===== config.mk =====
export PLATFORM = sky130hd
export DESIGN_NAME = instr_mem
export DESIGN_NICKNAME = d
export VERILOG_FILES = /design/src/rtl/instr_mem.sv
export SDC_FILE = /design/constraint.sdc
export NUM_CORES = 1
export LEC_CHECK = 0
export CAP_MARGIN = 20
export CORE_MARGIN = 2
export CORE_UTILIZATION = 50
export CTS_BUF_LIST = sky130_fd_sc_hd__clkbuf_4 sky130_fd_sc_hd__clkbuf_8
export CTS_CLUSTER_DIAMETER = 30
export DETAILED_ROUTE_END_ITERATION = 10
export MAX_ROUTING_LAYER = met4
export PLACE_DENSITY = 0.67
export SLEW_MARGIN = 20
export SYNTH_ARGS = -nofsm -noshare
export SYNTH_HDL_FRONTEND = slang
export SYNTH_SLANG_ARGS = --single-unit

===== constraint.sdc =====
create_clock -name clk -period 2.1 [get_ports clk]
set_input_delay 0.21 -clock clk [delete_from_list [all_inputs] [get_ports clk]]
set_output_delay 0.21 -clock clk [all_outputs]
set_load 0.02 [all_outputs]

===== src/rtl/instr_mem.sv =====
// instr_mem: 16 x 16 instruction memory for the fetch stage.
//
// The read path is combinational, so decode sees the word at addr in the same cycle.
// A synchronous load port lets a bench or boot loader overwrite the program.
// A synchronous reset reloads the default image: word k = 16'hA000 | k.
//
// Ports:
//   clk          clock; all state changes happen on the rising edge
//   rst          synchronous, active-high reset; loads the default image
//   addr         read word address (fetch PC index, word-granular)
//   instruction  word stored at addr; 16'h0000 when addr >= DEPTH
//   wr_en        load-port write strobe
//   wr_addr      load-port word address; the write is ignored when it is >= DEPTH
//   wr_data      load-port data
//   mem          flattened image, word k at [k*DATA_W +: DATA_W]
//                (this port exists only when IMEM_DUMP_EN is defined)
//
// Build option: define IMEM_DUMP_EN to expose the mem port.

module instr_mem #(
    parameter int unsigned DATA_W = 16,
    parameter int unsigned ADDR_W = 4,
    parameter int unsigned DEPTH  = 16
) (
    input  logic              clk,
    input  logic              rst,
    input  logic [ADDR_W-1:0] addr,
    output logic [DATA_W-1:0] instruction,
    input  logic              wr_en,
    input  logic [ADDR_W-1:0] wr_addr,
    input  logic [DATA_W-1:0] wr_data
`ifdef IMEM_DUMP_EN
    ,
    output logic [DEPTH*DATA_W-1:0] mem
`endif
);

    logic [DATA_W-1:0] mem_q [DEPTH];

    // Reset takes priority over a write on the same edge. There is no bypass,
    // so a read of the word being written shows the new value only after the edge.
    always_ff @(posedge clk) begin
        if (rst) begin
            for (int k = 0; k < int'(DEPTH); k++) begin
                mem_q[k] <= DATA_W'(32'hA000 | 32'(k));
            end
        end else if (wr_en && (32'(wr_addr) < DEPTH)) begin
            mem_q[wr_addr] <= wr_data;
        end
    end

    // Out-of-range fetches return a NOP. This case cannot occur with the
    // default parameters.
    always_comb begin
        instruction = '0;
        if (32'(addr) < DEPTH) begin
            instruction = mem_q[addr];
        end
    end

`ifdef IMEM_DUMP_EN
    always_comb begin
        mem = '0;
        for (int k = 0; k < int'(DEPTH); k++) begin
            mem[k*DATA_W +: DATA_W] = mem_q[k];
        end
    end
`endif

endmodule


==> results.cfg <==
[die]
fp.dieW_um = 156.5
core_sq_um = 22710
start_util_pct = 51.18
die_y_um = 156.5
ioPinCount = 43
num_rows = 55
dieArea_sq_um = 24480

[synthesis]
syn_inst = 735
syn_area_sq_um = 11620
yosysSeqAreaShare_pct = 66.14
ys_ff_latch = 256
synth_xor_area_share_pct = 0
ys_warn_count = 0
synth.area.top_cells = edfxtp_1, mux4_2, and2_1
synth_largest_area_cell = edfxtp_1
synthesis.nets = 762
synthSimpleGateAreaFrac_pct = 16.91
synth_top_family_by_area = simple AND/OR/NAND/NOR gates
synthDistinctLibCells = 23
synth_compound_area_share_pct = 2.067
yosys.area.top_type_share_pct = 66.14
yosys-mux-area-fraction_pct = 12.40
avgSynthCellArea_sq_um = 15.81
synthAdderAreaFrac_pct = 0

[place]
dp_worst_setup_slack_ps = -278.0
dp_hpwl_mm = 17.90
dp.cells = 1055
place_area_sq_um = 12850
gp_congestion = 0.8106
port_buffers = 42

[worst_setup_path]
crit_arrival_ps = 1960
path_class = reg2out
cp-endpoint = instruction[3]
crit_path_start = mem_q[11][3]
critPathMaxFanout = 1
end_kind = output pin
cp.required_ps = 1890
worstSetupStartpointType = flop

[sta]
fin_hold_ws_ps = 610.4
period_share_pct = 103.1
setup_ws_ps = -65.95
grt_setup_unrepaired = yes
fmax_mhz = 461.7
finalCriticalPeriod_ps = 2166
slew_viol_final = 0
setup_viol = 4
finalHoldViolations = 0
worstMarginPinSlew_ps = 602.1
relSlewSlack_pct = 59.74
tns_ps = -136.6

[pwr]
p_leak_nw = 4.910
ir_drop_uv = 633.9
p_clk_share_pct = 42.8
internal_power_mw = 9.628
combPwrFrac_pct = 9.1
p_sw_mw = 2.854
p_per_area_nw_per_um2 = 884.8
p_seq_share_pct = 48.0
p_sw_share_pct = 22.87
total_power_mw = 12.48

[outcome]
violations = negative setup slack
status = complete, but fails checks

[cells_and_area]
largest_register = mem_q
fin_cells = 1148
diodes = 0
drive_gt1_share_pct = 34.88
reg.largest.list = mem_q (256)
stdcell_area_sq_um = 14110
syn2layout_area_growth_pct = 21.38
largest_reg_flops = 256
nets = 850
post-route-util_pct = 62.12

[global_route]
grt_pass1_vias = 7259
grt_max_degree = 26
grt_antenna_before_repair = 0
grt.overflow.total = 0
grtUsageTotal_pct = 24.67
grt_first_pass_wirelength_mm = 42.84

[detailed_routing]
firstDrtPassIters = 5
routed_wl_mm = 27.61
antenna_left = 0
drc = 0
wl_per_cell_um = 24.05
vias = 6616
viasPerCell = 5.763
drt_iter0_drc = 567

[worst_hold_path]
hold_class = in2reg

[clocking]
root_buffer = clkbuf_8
numCtsBuffers = 51
cts_sinks = 256
cts_tree = yes
htree_levels = 2
cts_hold_buf = 0
clk_pin_slew_worst_paths_ps = 70
clockBufferDepth = 3

[job]
cap_violations = 0
critical path, cell delays in order, from the launching register on:
cell,delay (ps)
edfxtp_1,380
mux4_2,490
a22oi_2,270
nand2_1,110
buf_6,140
routing by layer:
layer	up-vias	share of wire (%)	global-route usage, %
met4	0	2.1	7.558
met5	-	0	-
met1	3384	40	31.42
li1	2946	-	-
met2	237	52	40.78
met3	49	6.1	4.486
layout make-up:
type                    instances  area (sq um)
clock buffers                  58         760.7
flip-flops and latches        256          7687
well taps                     285         356.6
multi-input cells             411          3797
fillers                      1657          8602
clock inverters                35         332.8
repair buffers                103          1172
worst min path at each step:
stage                    to       start  slack [ps]  cells past startpoint
2_1_floorplan   mem_q[1][0]  wr_data[0]         390                      1
3_3_place_gp   mem_q[10][1]  wr_addr[1]        1150                      4
3_5_place_dp   mem_q[14][3]  wr_addr[1]        1180                      4
4_1_cts        mem_q[14][3]  wr_addr[1]         570                      4
5_1_grt        mem_q[10][1]  wr_addr[1]         680                      4
6_report       mem_q[10][1]  wr_addr[1]         610                      4
repair_timing:
item,4_1_cts,5_1_grt
setup endpoints to repair,16,16
resized for setup,120,6
pin swaps,31,9
setup buffers,0,0
power by group through the flow:
stage | logic (mW) | clock network (mW) | registers (mW)
after detailed placement | 1.08 | 0 | 6.10
final | 1.14 | 5.34 | 5.99
after CTS | 1.14 | 5.42 | 6.00
after floorplan | 0.584 | 0 | 6.05
after global placement | 1.06 | 0 | 6.08
after global routing | 1.21 | 5.67 | 6.02
synthesized netlist by cell type:
| cell type | instances |
|---|---|
| nor3_1 | 1 |
| edfxtp_1 | 256 |
| nand4b_1 | 1 |
| nor3_2 | 2 |
| nor2_1 | 13 |
| or2_2 | 16 |
| or3_1 | 52 |
| nand2b_1 | 13 |
| and2_1 | 167 |
| or4b_4 | 1 |
| nand4bb_1 | 2 |
| nand2_1 | 17 |
| nor2b_1 | 2 |
| buf_2 | 11 |
| nor3_4 | 1 |
| clkbuf_1 | 51 |
| buf_6 | 2 |
| or2b_1 | 1 |
| buf_1 | 1 |
| mux4_2 | 64 |
| and2_2 | 26 |
| a22oi_1 | 32 |
| clkbuf_2 | 3 |
cell usage in the layout, fill, tap and decap left out:
cell type	instances
a22oi_1	4
a22oi_2	28
and2_1	167
and2_2	26
buf_12	23
buf_2	2
buf_4	39
buf_6	15
bufinv_16	6
clkbuf_4	6
clkbuf_8	52
clkdlybuf4s50_1	24
clkinv_1	13
clkinv_2	8
clkinv_4	2
clkinvlp_4	5
edfxtp_1	256
inv_6	1
mux4_2	64
nand2_1	13
nand2_2	4
nand2b_1	13
nand4b_1	1
nand4bb_1	2
nor2_1	13
nor2b_1	2
nor3_1	1
nor3_2	2
nor3_4	1
or2_2	16
or2b_1	1
or3_1	52
or4b_4	1
kinds of logic after synthesis:
logic type             count (synthesis)
buffers and inverters                 68
AOI/OAI and AO/OA                     32
DFF                                  256
muxes                                 64
and+or+nand+nor                      315
(Power assumes the default switching activity.)
